**src/rtl/vscale_dmem_bridge.sv**
```systemverilog
// vscale_dmem_bridge
//
// Bridges the core's two-phase data-memory port (address phase in DX, store
// data one cycle later in WB) onto a single word-wide valid/ready memory
// port. Each access becomes one aligned word request with byte strobes. Load
// data is lane-extracted and sign/zero extended. The core is stalled with
// dmem_wait. Misaligned, errored or timed-out accesses are flagged on
// dmem_badmem_e.
//
// Ports:
//   clk, reset          - clock; synchronous active-high reset
//   dmem_en/wen/size    - core address phase: valid, write flag, funct3 size
//   dmem_addr           - core byte address (address phase)
//   dmem_wdata_delayed  - core store data, low-aligned (data phase)
//   dmem_wait           - data phase not yet complete, core holds
//   dmem_rdata          - extended load data (valid in completion cycle)
//   dmem_badmem_e       - data phase completes with an error
//   mem_req_*           - word request: valid/ready, addr, wen, wmask, wdata
//   mem_resp_*          - response: valid pulse, raw word, error flag

module vscale_dmem_bridge #(
  parameter int XPR_LEN        = 32,
  parameter int TIMEOUT_CYCLES = 256
) (
  input  logic               clk,
  input  logic               reset,
  input  logic               dmem_en,
  input  logic               dmem_wen,
  input  logic [2:0]         dmem_size,
  input  logic [XPR_LEN-1:0] dmem_addr,
  input  logic [XPR_LEN-1:0] dmem_wdata_delayed,
  output logic               dmem_wait,
  output logic [XPR_LEN-1:0] dmem_rdata,
  output logic               dmem_badmem_e,
  output logic               mem_req_valid,
  input  logic               mem_req_ready,
  output logic [XPR_LEN-1:0] mem_req_addr,
  output logic               mem_req_wen,
  output logic [3:0]         mem_req_wmask,
  output logic [XPR_LEN-1:0] mem_req_wdata,
  input  logic               mem_resp_valid,
  input  logic [XPR_LEN-1:0] mem_resp_rdata,
  input  logic               mem_resp_err
);

  localparam logic [1:0] S_IDLE      = 2'd0;
  localparam logic [1:0] S_ISSUE     = 2'd1;
  localparam logic [1:0] S_WAIT_RESP = 2'd2;
  localparam logic [1:0] S_FAULT     = 2'd3;

  localparam int CNT_W = $clog2(TIMEOUT_CYCLES + 1);

  // funct3 size encodings
  localparam logic [2:0] SZ_B  = 3'd0;
  localparam logic [2:0] SZ_H  = 3'd1;
  localparam logic [2:0] SZ_W  = 3'd2;
  localparam logic [2:0] SZ_BU = 3'd4;
  localparam logic [2:0] SZ_HU = 3'd5;

  logic [1:0]         state;
  logic [1:0]         state_next;

  logic               req_wen;
  logic [2:0]         req_size;
  logic [XPR_LEN-1:0] req_addr;

  logic               issue_first;
  logic [XPR_LEN-1:0] wdata_q;
  logic [CNT_W-1:0]   wait_cnt;

  logic               capture;
  logic               misaligned;
  logic               resp_done;
  logic               timeout_hit;
  logic               wait_complete;

  logic [XPR_LEN-1:0] lane_wdata;
  logic [3:0]         lane_mask;
  logic [7:0]         ld_byte;
  logic [15:0]        ld_half;
  logic [XPR_LEN-1:0] ld_ext;

  // Replicate low-aligned store data across all lanes of the word; the
  // byte strobes select which copy memory actually writes.
  function automatic logic [XPR_LEN-1:0] replicate(input logic [1:0]         sz,
                                                   input logic [XPR_LEN-1:0] d);
    logic [XPR_LEN-1:0] r;
    case (sz)
      2'd0:    r = {4{d[7:0]}};
      2'd1:    r = {2{d[15:0]}};
      default: r = d;
    endcase
    return r;
  endfunction

  // Address-phase checks on the live core inputs.
  always_comb begin
    misaligned = 1'b0;
    case (dmem_size)
      SZ_B, SZ_BU: misaligned = 1'b0;
      SZ_H, SZ_HU: misaligned = dmem_addr[0];
      SZ_W:        misaligned = (dmem_addr[1:0] != 2'b00);
      default:     misaligned = 1'b1;
    endcase
  end

  assign capture       = dmem_en && !dmem_wait;
  assign resp_done     = (state == S_WAIT_RESP) && mem_resp_valid;
  assign timeout_hit   = (state == S_WAIT_RESP) && (wait_cnt == CNT_W'(TIMEOUT_CYCLES));
  assign wait_complete = resp_done || timeout_hit;

  assign dmem_wait = (state == S_ISSUE) || ((state == S_WAIT_RESP) && !wait_complete);

  // Every state in which dmem_wait is low may accept the next address phase,
  // so back-to-back accesses need no idle bubble.
  always_comb begin
    state_next = state;
    case (state)
      S_IDLE: begin
        if (capture) state_next = misaligned ? S_FAULT : S_ISSUE;
      end
      S_ISSUE: begin
        if (mem_req_ready) state_next = S_WAIT_RESP;
      end
      S_WAIT_RESP: begin
        if (wait_complete) begin
          if (capture) state_next = misaligned ? S_FAULT : S_ISSUE;
          else         state_next = S_IDLE;
        end
      end
      S_FAULT: begin
        if (capture) state_next = misaligned ? S_FAULT : S_ISSUE;
        else         state_next = S_IDLE;
      end
      default: state_next = S_IDLE;
    endcase
  end

  always_ff @(posedge clk) begin
    if (reset) begin
      state       <= S_IDLE;
      req_wen     <= 1'b0;
      req_size    <= '0;
      req_addr    <= '0;
      issue_first <= 1'b0;
      wdata_q     <= '0;
      wait_cnt    <= '0;
    end else begin
      state <= state_next;

      if (capture) begin
        req_wen  <= dmem_wen;
        req_size <= dmem_size;
        req_addr <= dmem_addr;
      end

      // High only in the first ISSUE cycle, when the core's store data is live.
      issue_first <= capture && !misaligned;

      if (issue_first) wdata_q <= lane_wdata;

      // The first WAIT_RESP cycle sees a count of 1.
      if ((state == S_WAIT_RESP) && !wait_complete)
        wait_cnt <= wait_cnt + CNT_W'(1);
      else if ((state == S_ISSUE) && mem_req_ready)
        wait_cnt <= CNT_W'(1);
      else
        wait_cnt <= '0;
    end
  end

  // Store lane alignment from the registered request.
  always_comb begin
    lane_wdata = replicate(req_size[1:0], dmem_wdata_delayed);
    case (req_size[1:0])
      2'd0:    lane_mask = 4'b0001 << req_addr[1:0];
      2'd1:    lane_mask = 4'b0011 << req_addr[1:0];
      default: lane_mask = 4'b1111;
    endcase
  end

  assign mem_req_valid = (state == S_ISSUE);
  assign mem_req_addr  = {req_addr[XPR_LEN-1:2], 2'b00};
  assign mem_req_wen   = req_wen;
  assign mem_req_wmask = req_wen ? lane_mask : 4'b0000;
  assign mem_req_wdata = issue_first ? lane_wdata : wdata_q;

  // Load extraction and extension.
  always_comb begin
    case (req_addr[1:0])
      2'd0:    ld_byte = mem_resp_rdata[7:0];
      2'd1:    ld_byte = mem_resp_rdata[15:8];
      2'd2:    ld_byte = mem_resp_rdata[23:16];
      default: ld_byte = mem_resp_rdata[31:24];
    endcase
    ld_half = req_addr[1] ? mem_resp_rdata[31:16] : mem_resp_rdata[15:0];

    case (req_size)
      SZ_B:    ld_ext = {{24{ld_byte[7]}}, ld_byte};
      SZ_BU:   ld_ext = {24'd0, ld_byte};
      SZ_H:    ld_ext = {{16{ld_half[15]}}, ld_half};
      SZ_HU:   ld_ext = {16'd0, ld_half};
      default: ld_ext = mem_resp_rdata;
    endcase
  end

  assign dmem_rdata    = (resp_done && !req_wen) ? ld_ext : '0;
  assign dmem_badmem_e = (state == S_FAULT) ||
                         (resp_done && mem_resp_err) ||
                         timeout_hit;

endmodule
```
**config.mk**
```make
export PLATFORM = sky130hd
export DESIGN_NAME = vscale_dmem_bridge
export DESIGN_NICKNAME = d
export VERILOG_FILES = /design/src/rtl/vscale_dmem_bridge.sv
export SDC_FILE = /design/constraint.sdc
export NUM_CORES = 1
export LEC_CHECK = 0
export CORE_MARGIN = 2
export CORE_UTILIZATION = 30
export DETAILED_ROUTE_END_ITERATION = 6
export GPL_TIMING_DRIVEN = 0
export SYNTH_ARGS = -nofsm -noshare
export SYNTH_HDL_FRONTEND = slang
export SYNTH_SLANG_ARGS = --single-unit
```
**constraint.sdc**
```tcl
create_clock -name clk -period 2.35 [get_ports clk]
set_input_delay 0.47 -clock clk [delete_from_list [all_inputs] [get_ports clk]]
set_output_delay 0.47 -clock clk [all_outputs]
set_load 0.005 [all_outputs]
```
* Yosys cells after proc, flatten, opt, wreduce, memory -nomap -nowiden *
Cells that the tools add are included.

storage, ports and cells
  register bits = 80
  output and inout port bits = 104

cells by class
  reductions and logical operators = 25
  equality and inequality tests = 17
  shifts and indexed selects = 2
  mux-type cells = 17
  $add $sub $neg = 1

operators by type and width
  operator                                                               number
  32-bit case mux with 4 select lines                                    1
  32-bit 2-to-1 mux                                                      2
  32-bit case mux with 2 select lines                                    1
  8-bit case mux with 3 select lines                                     1
  16-bit 2-to-1 mux                                                      1
  3-bit equality test, second input constant                             4
  2-bit 2-to-1 mux                                                       5
  9-bit by 1-bit adder with 9-bit output, second input constant          1
  9-bit equality test, second input constant                             1
  9-bit 2-to-1 mux                                                       1
  1-bit logical AND                                                      8
  2-bit case mux with 4 select lines                                     1
  4-bit case mux with 2 select lines                                     1
  2-bit by 1-bit equality test with 1-bit output, second input constant  3
  2-bit equality test, second input constant                             3
  3-bit by 1-bit equality test with 1-bit output, second input constant  2
  2-bit zero test                                                        3
  3-bit zero test                                                        2
  1-bit zero test                                                        4
  1-bit logical OR                                                       4
  4-bit 2-to-1 mux                                                       1
  2-bit inequality test, second input constant                           2
  2-bit OR reduction                                                     2
  1-bit by 2-bit left shift with 4-bit output, first input constant      1
  7 further kinds                                                        7

* Depth between registers and ports, before layout *
Gate-level depths: netlist (run 1).

  depth in word-level cells = 11
  gate-level depth with buffers = 8

* Least setup slack after synthesis (run 1) *
Ideal clock, no wire load.

  kind = flip-flop to output port
  start point = register req_addr[0]
  end point = output dmem_rdata[21]
  stages on the path, launching flop included = 7
  slack = 0.302 ns
  arrival = 1.578 ns
  cell sequence = dfxtp_1 > clkbuf_1 > nor2_1 > mux2i_1 > nor4_2 > buf_2 > a21o_1

on the way
  word-level cells in the longest chain between the ends = 4
  elaborated cells between the ends (all ways) = 6
  those cells by class = eq/ne (2); mux (3); reduce/logical (1)

ends and longest elaborated chain
  what                                               line  source
  from (decl)                                        65    logic [XPR_LEN-1:0] req_addr;
  from (signal assigned)                             154   req_addr <= dmem_addr;
  2-bit equality test, or another cell as far along  190   case (req_addr[1:0])
  8-bit case mux with 3 select lines *               190
  32-bit case mux with 4 select lines *              198   case (req_size)
  32-bit 2-to-1 mux *                                207   assign dmem_rdata = (resp_done && !req_wen) ? ld_ext : '0;
  to (decl)                                          33    output logic [XPR_LEN-1:0] dmem_rdata,

Mark *: on every way between the ends. The rest lies on a longest branch, timed or not.

* Worst setup path in the final report (run 1) *
  start point = input mem_resp_rdata[23]
  end point = output dmem_rdata[13]

on the way
  word-level cells in the longest chain between the ends = 3

ends and longest elaborated chain
  what                                 line  source
  from (decl)                          42    input logic [XPR_LEN-1:0] mem_resp_rdata,
  8-bit case mux with 3 select lines   190
  32-bit case mux with 4 select lines  198
  32-bit 2-to-1 mux                    207

Every way passes these cells.

==> summary.txt, run 1 <==
Run status
  – Status: finished with violations
  – Violations in the final reports: setup timing

GRT
  – Vias in the first global route: 4900
  – All-Layer GR Usage: 19.4%
  – Pin count of the biggest net entering global routing: 14
  – Global-route wire length before repair: 25400 um
  – Gr ovfl total: 0
  – Antenna violations before repair: 1

Detailed routing
  – Total iterations of the first detailed-routing run: 5
  – Routed via count: 4820
  – Routed WL: 16700 um
  – Vias/cell: 4.76
  – Post-route DRC violation count: 0
  – Drt initial violations: 160
  – Drt wl/cell: 16.5 um
  – ANT nets after route: 0

Setup path
  – Crit Reg-Reg Endpoint: req_size[1]$_SDFFE_PP0P_
  – Reg-to-Reg Start: wait_cnt[3]$_SDFF_PP0_
  – Crit Path Category: in -> out
  – Reg-to-reg setup timing slack: 0.37 ns
  – CP max FO: 6
  – Critical Path AT: 1.99 ns
  – CP Launch Type: input pin
  – Worst endpoint required time: 1.88 ns
  – Crit. End Element: primary output
  – Path depth of the worst reg2reg path: 8

Die
  – Height of the die: 129 um
  – Die footprint: 16700 sq um
  – Ports: 210
  – Initial Util: 30.9%
  – Row cnt: 45
  – Core footprint: 15300 sq um
  – Die W: 129 um

Power and ir drop
  – PwrDens: 520 nW/um^2
  – Leakage Power: 3.51 nW
  – Peak VDD IR: 0.273 mV

Logic synthesis
  – Synth top area share: 34.0%
  – Register area share after synthesis: 34.0%
  – Synth warnings: 0
  – Dominant cells by area after synthesis: dfxtp_1 (34%), mux2i_1 (13%), nand2b_1 (9.8%), buf_4 (5.3%), nor2b_1 (4.4%)
  – Area leader, netlist: dfxtp_1
  – Yosys reg bits: 80
  – Mean Syn Cell Area: 8.54 sq um
  – Yosys cell types: 43
  – Post-synthesis cell count: 551
  – Netlist Area Pre-Place: 4710 sq um

Placed design
  – Gp weighted congestion: 0.843
  – Dpl ws: -1.06 ns
  – Placed cell areas: 7040 sq um
  – Post-DP HPWL: 12600 um
  – Port Buffers: 206

Min path
  – WHS Endpoint: req_addr[11]$_SDFFE_PP0P_
  – Hold Path Class: reg -> reg
  – Hold Crit Depth: 2
  – HP Start: req_addr[11]$_SDFFE_PP0P_

STA
  – Worst Tran Pin Value: 0.580 ns
  – Fin crit period: 2.46 ns
  – Final Worst Setup Slack: -0.106 ns
  – Layout Skew: 0.00684 ns
  – Hold_ws: 0.474 ns
  – RSZ-0062 raised after global routing: yes
  – Max-slew violation count: 0
  – Period utilization: 105%
  – Rel. slew slack: 61.3%
  – Number of setup violations in the final report: 14
  – Fmax achieved: 407 MHz
  – Final hold vios: 0

Layout
  – Ratio of cells with drive above 1 in the final layout: 25.1%
  – N_diodes: 0
  – Final #Nets: 904
  – Design area: 7920 sq um
  – Area delta synth->final: 68.3%
  – # fillers: 1450

Clock network
  – CTS tree: built
  – CTS Buf Count: 9
  – Root buffer cell: clkbuf_16
  – Buffer depth of the longest clock path: 2
  – Clock latency on the worst-skew pair: 0.33 ns
  – CTS clock-pin slew for the worst setup and hold paths: 0.06 ns
  – Clock H-tree levels: 3
  – Clk sinks: 80

Flow run
  – Max cap viols: 0
-- what timing repair did --
| item | in CTS | in global routing |
|---|---|---|
| hold buffers | 0 | 0 |
| gates resized for setup | 213 | 57 |
| endpoints found under the setup margin | 70 | 36 |
| gates cloned | 1 | 0 |
| setup buffers | 24 | 6 |
| pin swaps | 13 | 13 |
-- state kept, by name (all words and copies together), names as in the netlist --
register	cells
wait_cnt	9
req_addr	32
req_size	3
mem_req_wen	1
wdata_q	32
issue_first	1
state	2
-- Yosys cell counts --
cell,n
a21boi_0,2
a21o_1,16
a21oi_1,20
a221oi_1,7
a311oi_1,1
a31oi_1,8
a41o_1,1
and3_1,2
and4_1,1
buf_1,2
buf_2,6
buf_4,33
buf_6,3
clkbuf_1,30
conb_1,1
dfxtp_1,80
ha_1,2
inv_1,15
mux2_2,18
mux2i_1,62
nand2_1,40
nand2b_1,74
nand3_1,4
nand4_1,3
nand4bb_1,1
nor2_1,32
nor2_2,1
nor2b_1,33
nor3_1,7
nor3b_1,1
nor4_1,2
nor4_2,1
nor4bb_1,1
o21a_1,3
o21ai_0,18
o21ba_2,1
o221a_2,8
o31a_1,1
o32ai_1,1
or2_2,1
or3b_1,1
xnor2_1,1
xor2_1,6
-- routing by layer --
metal | routed length, um | vias up | GRT usage, %
met2 | 8130 | 193 | 33.5
met3 | 1300 | 31 | 5.24
met5 | 13 | - | 0
met4 | 457 | 2 | 7.74
met1 | 6770 | 2271 | 22.9
li1 | - | 2323 | -
-- how the worst max path moves through the flow --
stage	cells past startpoint	end	slack, ns	from
after CTS	7	dmem_rdata[10]	-0.16	req_addr[1]$_SDFFE_PP0P_
after global routing	8	dmem_rdata[17]	-0.16	req_addr[1]$_SDFFE_PP0P_
after global placement	7	dmem_rdata[26]	-1.03	mem_resp_valid
after floorplan	6	dmem_rdata[21]	0.30	req_addr[0]$_SDFFE_PP0P_
final	7	dmem_rdata[13]	-0.11	mem_resp_rdata[23]
after detailed placement	7	dmem_rdata[26]	-1.06	mem_resp_valid
-- cells by family after synthesis --
logic type	synth area share, %
and+or+nand+nor	23.6
buffers and inverters	10.4
AOI/OAI and AO/OA	12.6
muxes	17.5
DFF	34.0
xor gates and xnor gates	1.30
adders and majority gates	0.531
other	0.0796
-- through the flow --
step / setup TNS [ns] / std cells / utilization (%) / power, mW
2_1_floorplan: 0 / 552 / - / 1.99
3_3_place_gp: -28.77 / 969 / 46.1 / 2.53
3_5_place_dp: -29.46 / 969 / 46.1 / 2.54
4_1_cts: -1.04 / 1007 / 50.8 / 4.10
5_1_grt: -2.51 / 1012 / 51.9 / 4.31
6_report: -1.02 / 1012 / 51.9 / 4.12
-- cell usage in the layout, fill, tap and decap left out, types with 19 or more instances in the layout --
| cell | synthesis | routed |
|---|---|---|
| buf_2 | 6 | 19 |
| nor2b_1 | 33 | 32 |
| buf_4 | 33 | 52 |
| dlygate4sd2_1 | 0 | 42 |
| nor2_1 | 32 | 29 |
| clkdlybuf4s50_1 | 0 | 134 |
| dfxtp_1 | 80 | 74 |
| mux2i_1 | 62 | 58 |
| nand2_1 | 40 | 39 |
| nand2b_1 | 74 | 73 |
-- final cells by class --
type | count | area (sq um) | share of cell area (%)
Inverter | 15 | 56.3 | 0.711
Buffer | 70 | 573 | 7.23
Clock buffer | 11 | 253 | 3.19
Timing Repair Buffer | 237 | 2220 | 28.0
Tap cell | 211 | 264 | 3.33
Clock inverter | 5 | 55.1 | 0.695
Multi-Input combinational cell | 383 | 2890 | 36.4
Sequential cell | 80 | 1620 | 20.4
-- critical path: stages --
cell	delay (ns)
dlygate4sd2_1	0.28
mux2_4	0.20
mux2i_1	0.06
o31a_2	0.42
buf_6	0.15
a221oi_2	0.24
buf_2	0.16
-- power breakdown --
part | switching (mW) | leakage [nW] | internal, mW
Clock | 0.553 | 0.148 | 0.877
Sequential | 0.0500 | 0.657 | 1.44
Combinational | 0.496 | 2.70 | 0.710
No activity file was read; power rests on OpenSTA's default activity.
==> run 2: changes to the inputs <==
CTS_BUF_LIST = sky130_fd_sc_hd__clkbuf_8   (was default)
==> run 2 against run 1 <==
Net effect: the flow still finishes with violations (setup timing); register-to-register slack hardly changed; sequential power hardly changed; routed wire length is 0.61% lower; final area is 2.6% lower; worst hold slack better by 0.0031 ns; die area stayed put; clock power is 27% lower; clock-buffer cell count stayed put; global-route usage is 0.23 points lower; combinational power hardly changed; power is 9.9% lower; non-clock buffer count is 3 lower; largest cell class unchanged; largest power group unchanged.
==> summary.txt, run 2 (synthesis gave the netlist of run 1 again) <==
Detailed routing
  – Drt wl/cell: 16.4 um (was 16.5 um)
  – Routed via count: 4771 (was 4820)
  – Post-route DRC violation count: 0 (unchanged)
  – Routed WL: 16600 um (was 16700 um)
  – Drt initial violations: 140 (was 160)
  – ANT nets after route: 0 (unchanged)
  – Vias/cell: 4.73 (was 4.76)
  – Total iterations of the first detailed-routing run: 4 (was 5)

Layout
  – Area delta synth->final: 64.0% (was 68.3%)
  – N_diodes: 0 (unchanged)
  – Largest regs: req_addr x32, wdata_q x32, wait_cnt x9 (unchanged)
  – Ratio of cells with drive above 1 in the final layout: 24.6% (was 25.1%)
  – Fin util: 50.6% (was 51.9%)
  – Final std cells w/o fill: 1009 (was 1012)
  – Commonest non-fill, non-tap cell in the layout: clkdlybuf4s50_1 (unchanged)
  – Most frequent cells in the layout: clkdlybuf4s50_1 (136), dfxtp_1 (74), nand2b_1 (73) (was clkdlybuf4s50_1 (134), dfxtp_1 (74), nand2b_1 (73))
  – Design area: 7720 sq um (was 7920 sq um)
  – Final #Nets: 901 (was 904)

Clock network
  – Clock latency on the worst-skew pair: 0.35 ns (was 0.33 ns)
  – Root buffer cell: clkbuf_8 (was clkbuf_16)
  – Buffer depth of the longest clock path: 2 (unchanged)
  – CTS Buf Count: 9 (unchanged)
  – Clock H-tree levels: 3 (unchanged)
  – CTS tree: built (unchanged)
  – CTS clock-pin slew for the worst setup and hold paths: 0.08 ns (was 0.06 ns)
  – Clk sinks: 80 (unchanged)

Setup path
  – CP Launch Type: input pin (unchanged)
  – Path depth of the worst reg2reg path: 8 (unchanged)
  – WP buf/inv: 3 (unchanged)
  – Crit path to: dmem_rdata[13] (unchanged)
  – Reg-to-reg setup timing slack: 0.36 ns (was 0.37 ns)
  – Slowest CP cell: o31a_2 (unchanged)
  – Critical Path AT: 2.00 ns (was 1.99 ns)
  – Crit Reg-Reg Endpoint: req_size[1]$_SDFFE_PP0P_ (unchanged)
  – Largest delay share family, worst path: compound AO/OA/AOI/OAI gates (unchanged)
  – Worst endpoint required time: 1.88 ns (about the same)
  – Crit-path cells: dlygate4sd2_1 -> mux2_4 -> mux2i_1 -> o31a_2 -> buf_6 -> a221oi_2 -> buf_2 (unchanged)
  – Crit Path Category: in -> out (unchanged)
  – Critical Path Stages: 7 (unchanged)
  – Reg-to-Reg Start: wait_cnt[3]$_SDFF_PP0_ (unchanged)
  – Critical Path Source: mem_resp_rdata[23] (unchanged)
  – Crit. End Element: primary output (unchanged)
  – CP max FO: 6 (unchanged)
  – Critical Path Max Stage Delay: 0.42 ns (about the same)

Die
  – Die footprint: 16700 sq um (unchanged)
  – Row cnt: 45 (unchanged)
  – Height of the die: 129 um (unchanged)
  – Initial Util: 30.9% (unchanged)
  – Ports: 210 (unchanged)
  – Die W: 129 um (unchanged)
  – Core footprint: 15300 sq um (unchanged)

Run status
  – Status: finished with violations (unchanged)
  – Violations in the final reports: setup timing (unchanged)

Placed design
  – Post-DP HPWL: 12600 um (unchanged)
  – Port Buffers: 206 (unchanged)
  – Gp weighted congestion: 0.843 (unchanged)
  – Placed cell areas: 7040 sq um (unchanged)
  – Placed cell count: 969 (unchanged)

GRT
  – Gr ovfl total: 0 (unchanged)
  – Vias in the first global route: 4880 (was 4900)
  – Antenna violations before repair: 1 (unchanged)
  – All-Layer GR Usage: 19.2% (was 19.4%)
  – Pin count of the biggest net entering global routing: 14 (unchanged)
  – Global-route wire length before repair: 25200 um (was 25400 um)

Power and ir drop
  – Sw Share: 28.1% (was 26.7%)
  – Peak VDD IR: 0.236 mV (was 0.273 mV)
  – Flop pwr share: 39.9% (was 36.0%)
  – Leakage Power: 3.45 nW (was 3.51 nW)
  – PwrDens: 481 nW/um^2 (was 520 nW/um^2)
  – Clock share of power: 28.4% (was 34.7%)
  – Final Total Pwr: 3.71 mW (was 4.12 mW)
  – Switching Power: 1.04 mW (was 1.10 mW)
  – Logic pwr share: 31.7% (was 29.3%)
  – Internal power: 2.67 mW (was 3.02 mW)

STA
  – Fmax achieved: 405 MHz (was 407 MHz)
  – Layout Skew: 0.0112 ns (was 0.00684 ns)
  – Max-slew violation count: 0 (unchanged)
  – RSZ-0062 raised after global routing: yes (unchanged)
  – Fin crit period: 2.47 ns (was 2.46 ns)
  – Final hold vios: 0 (unchanged)
  – Worst Tran Pin Value: 0.532 ns (was 0.580 ns)
  – Number of setup violations in the final report: 14 (unchanged)
  – Rel. slew slack: 64.5% (was 61.3%)
  – Period utilization: 105% (about the same)
  – Final Worst Setup Slack: -0.119 ns (was -0.106 ns)

Flow run
  – Max cap viols: 0 (unchanged)

Min path
  – Hold Path Class: reg -> reg (unchanged)
run 2: cell types whose count changed in the layout (fill, tap and decap cells not counted), sizes merged:
cell,previous run,this run
clkbuf,43,44
buf,94,95
dlygate4sd2,42,31
clkdlybuf4s50,134,136
dlymetal6s2s,3,6
clkdlybuf4s15,2,3
run 2: through the flow:
stage	setup TNS, ns	hold slack (ns)	setup slack [ns]
after floorplan	0	0.449	0.302
after global placement	-28.77	0.459	-1.03
after detailed placement	-29.46	0.463	-1.06
after CTS	-1.27	0.478	-0.178
after global routing	-2.85	0.501	-0.179
final	-1.10	0.477	-0.119
run 2: layout make-up:
class	instances	area, sq um
plain buffers	70	566
clock buffers	11	151
clock inverters	5	55.1
fillers	1455	7540
inverters	15	56.3
multi-input cells	383	2850
flip-flops and latches	80	1620
well taps	211	264
repair buffers	234	2160
run 2: power by group through the flow:
| stage | Clock [mW] | Sequential, mW | Combinational [mW] |
|---|---|---|---|
| 2_1_floorplan | 0 | 1.49 | 0.502 |
| 3_3_place_gp | 0 | 1.50 | 1.03 |
| 3_5_place_dp | 0 | 1.50 | 1.04 |
| 4_1_cts | 1.09 | 1.48 | 1.15 |
| 5_1_grt | 1.14 | 1.49 | 1.27 |
| 6_report | 1.05 | 1.48 | 1.18 |
run 2: worst min-delay path: cells and delay by family, from the launching register on:
kind,cells,cell delay (ns)
DFF,1,0.31
muxes,1,0.06
and+or+nand+nor,1,0.06
run 2: worst min-delay path by stage:
stage,start,to,cells past startpoint
floorplan,req_addr[10]$_SDFFE_PP0P_,req_addr[10]$_SDFFE_PP0P_,2
global placement,req_addr[30]$_SDFFE_PP0P_,req_addr[30]$_SDFFE_PP0P_,2
detailed placement,req_addr[11]$_SDFFE_PP0P_,req_addr[11]$_SDFFE_PP0P_,2
CTS,req_addr[11]$_SDFFE_PP0P_,req_addr[11]$_SDFFE_PP0P_,2
global route,req_addr[10]$_SDFFE_PP0P_,req_addr[10]$_SDFFE_PP0P_,2
finish,req_addr[11]$_SDFFE_PP0P_,req_addr[11]$_SDFFE_PP0P_,2
run 2: timing repair:
| item | CTS | global route |
|---|---|---|
| cloned | 1 | 1 |
| hold buffers | 0 | 0 |
| setup endpoints to repair | 70 | 36 |
| resized for setup | 224 | 48 |
| setup buffers | 25 | 1 |
| pin swaps | 16 | 11 |
run 2: layer usage:
metal,global-route usage [%],up-vias,wire (um)
li1,-,2313,-
met1,22.7,2247,6810
met2,33.4,177,8000
met3,4.91,32,1260
met4,7.10,2,477
met5,0,-,13
==> run 3: changes to the inputs <==
GPL_TIMING_DRIVEN = default   (was 0)
SETUP_SLACK_MARGIN = 0.02   (was default)
==> run 3 against run 2 <==
Net effect: the flow still finishes with violations (setup timing); routed wire length is 4.2% lower; worst setup slack improved by 0.069 ns; sequential power hardly changed; critical path type is now reg -> out; largest cell class is now non-clock buffers.
==> summary.txt, run 3 (synthesis gave the netlist of run 1 again) <==
Power and ir drop
  – PwrDens: 477 nW/um^2 (was 481 nW/um^2)
  – Final Total Pwr: 3.67 mW (was 3.71 mW)
  – Sw Share: 28.3% (was 28.1%)
  – Leakage Power: 3.54 nW (was 3.45 nW)
  – Internal power: 2.63 mW (was 2.67 mW)
  – Flop pwr share: 40.4% (was 39.9%)
  – Switching Power: 1.04 mW (about the same)
  – Logic pwr share: 31.2% (was 31.7%)
  – Clock share of power: 28.5% (was 28.4%)
  – Peak VDD IR: 0.272 mV (was 0.236 mV)

Placed design
  – Post-DP HPWL: 11500 um (was 12600 um)
  – Port Buffers: 207 (was 206)
  – Gp weighted congestion: 0.895 (was 0.843)
  – Dpl ws: -0.607 ns (was -1.06 ns)
  – Placed cell areas: 7140 sq um (was 7040 sq um)
  – Placed cell count: 959 (was 969)

Detailed routing
  – Post-route DRC violation count: 0 (unchanged)
  – Routed via count: 4740 (was 4771)
  – ANT nets after route: 0 (unchanged)
  – Drt wl/cell: 15.8 um (was 16.4 um)
  – Vias/cell: 4.71 (was 4.73)
  – Routed WL: 15900 um (was 16600 um)
  – Total iterations of the first detailed-routing run: 4 (unchanged)
  – Drt initial violations: 175 (was 140)

STA
  – Final Worst Setup Slack: -0.0500 ns (was -0.119 ns)
  – Max-slew violation count: 0 (unchanged)
  – RSZ-0062 raised after global routing: yes (unchanged)
  – Hold_ws: 0.475 ns (was 0.477 ns)
  – Final hold vios: 0 (unchanged)
  – Fin crit period: 2.40 ns (was 2.47 ns)
  – Rel. slew slack: 64.1% (was 64.5%)
  – Layout Skew: 0.0136 ns (was 0.0112 ns)
  – Number of setup violations in the final report: 11 (was 14)
  – Period utilization: 102% (was 105%)
  – Worst Tran Pin Value: 0.539 ns (was 0.532 ns)
  – Fmax achieved: 417 MHz (was 405 MHz)

Min path
  – Hold Path Class: reg -> reg (unchanged)

Layout
  – Commonest non-fill, non-tap cell in the layout: clkdlybuf4s50_1 (unchanged)
  – Largest regs: req_addr x32, wdata_q x32, wait_cnt x9 (unchanged)
  – Ratio of cells with drive above 1 in the final layout: 25.3% (was 24.6%)
  – Area delta synth->final: 63.6% (was 64.0%)
  – Final #Nets: 899 (was 901)
  – Final std cells w/o fill: 1007 (was 1009)
  – N_diodes: 0 (unchanged)
  – Design area: 7700 sq um (was 7720 sq um)
  – Most frequent cells in the layout: clkdlybuf4s50_1 (139), dfxtp_1 (75), nand2b_1 (73), buf_4 (73), mux2i_1 (61) (was clkdlybuf4s50_1 (136), dfxtp_1 (74), nand2b_1 (73))

Setup path
  – Worst endpoint required time: 1.88 ns (about the same)
  – CP max FO: 6 (unchanged)
  – Crit. End Element: primary output (unchanged)
  – Critical Path AT: 1.93 ns (was 2.00 ns)
  – CP Launch Type: register (was input pin)
  – Crit Path Category: reg -> out (was in -> out)

Clock network
  – CTS Buf Count: 9 (unchanged)
  – Clock H-tree levels: 3 (unchanged)
  – Clock latency on the worst-skew pair: 0.37 ns (was 0.35 ns)
  – CTS clock-pin slew for the worst setup and hold paths: 0.08 ns (about the same)
  – Buffer depth of the longest clock path: 2 (unchanged)
  – Clk sinks: 80 (unchanged)
  – Root buffer cell: clkbuf_8 (unchanged)
  – CTS tree: built (unchanged)

Die
  – Die W: 129 um (unchanged)
  – Initial Util: 30.9% (unchanged)
  – Ports: 210 (unchanged)
  – Die footprint: 16700 sq um (unchanged)
  – Core footprint: 15300 sq um (unchanged)
  – Row cnt: 45 (unchanged)
  – Height of the die: 129 um (unchanged)

GRT
  – All-Layer GR Usage: 18.3% (was 19.2%)
  – Antenna violations before repair: 1 (unchanged)
  – Gr ovfl total: 0 (unchanged)
  – Vias in the first global route: 4668 (was 4880)
  – Global-route wire length before repair: 23900 um (was 25200 um)
  – Pin count of the biggest net entering global routing: 49 (was 14)

Flow run
  – Max cap viols: 0 (unchanged)

Run status
  – Violations in the final reports: setup timing (unchanged)
  – Status: finished with violations (unchanged)
[run 3: changes by cell type in the layout (fill, tap and decap cells not counted), moves of 4 or more]
cell	before	now
a21oi_2	8	4
clkbuf_8	17	10
dlygate4sd2_1	31	20
o21ai_1	0	5
clkbuf_1	15	0
buf_4	53	73
o21ai_0	18	13
buf_2	23	11
clkbuf_2	11	23
dlymetal6s2s_1	6	12
buf_12	4	9
a21oi_1	11	16
[run 3: stage by stage]
stage,util (%),setup TNS [ns]
after floorplan,-,0
after global placement,46.8,-17.78
after detailed placement,46.8,-20.45
after CTS,49.5,-2.90
after global routing,50.5,-1.68
final,50.5,-0.297
[run 3: worst paths after layout]
| check | depth (start not counted) | from | endpoint | slack (ns) |
|---|---|---|---|---|
| setup / recovery | 6 | req_addr[1]$_SDFFE_PP0P_ | dmem_rdata[11] | -0.05 |
| hold / removal | 2 | req_addr[12]$_SDFFE_PP0P_ | req_addr[12]$_SDFFE_PP0P_ | 0.47 |
| setup reg to reg | 7 | wait_cnt[2]$_SDFF_PP0_ | req_addr[3]$_SDFFE_PP0P_ | 0.38 |
| hold reg to reg | 2 | req_addr[12]$_SDFFE_PP0P_ | req_addr[12]$_SDFFE_PP0P_ | 0.47 |
[run 3: layout make-up]
| cell class | count | area, sq um |
|---|---|---|
| inverter | 15 | 56.3 |
| clock buffer | 10 | 138 |
| sequential | 80 | 1620 |
| fill | 1461 | 7550 |
| timing repair buffer | 302 | 2800 |
| tap | 211 | 264 |
| clock inverter | 6 | 61.3 |
| multi-input combinational | 383 | 2770 |
[run 3: per-layer routing]
metal / global-route usage, % / share of wire (%)
met2: 30.8 / 46
met4: 9.78 / 4.9
met1: 21.2 / 40
met5: 0 / 0.069
met3: 5.20 / 8.0
[run 3: worst max-delay path: stages (launching register included)]
cell	delay, ns
dfxtp_4	0.38
mux2_4	0.24
mux2i_1	0.07
o31a_1	0.34
buf_4	0.17
a221oi_2	0.21
buf_2	0.16
[run 3: power groups by stage]
stage / Sequential, mW / Combinational, mW / Clock, mW
floorplan: 1.49 / 0.502 / 0
global placement: 1.51 / 1.03 / 0
detailed placement: 1.51 / 1.04 / 0
CTS: 1.48 / 1.10 / 1.08
global route: 1.49 / 1.23 / 1.14
finish: 1.48 / 1.14 / 1.05
[run 3: repair_timing]
action / in CTS / in global routing
setup endpoints to repair: 62 / 56
setup buffers: 18 / 12
gates cloned: 1 / 1
pin swaps: 9 / 24
hold buffers: 0 / 0
resized for setup: 117 / 94
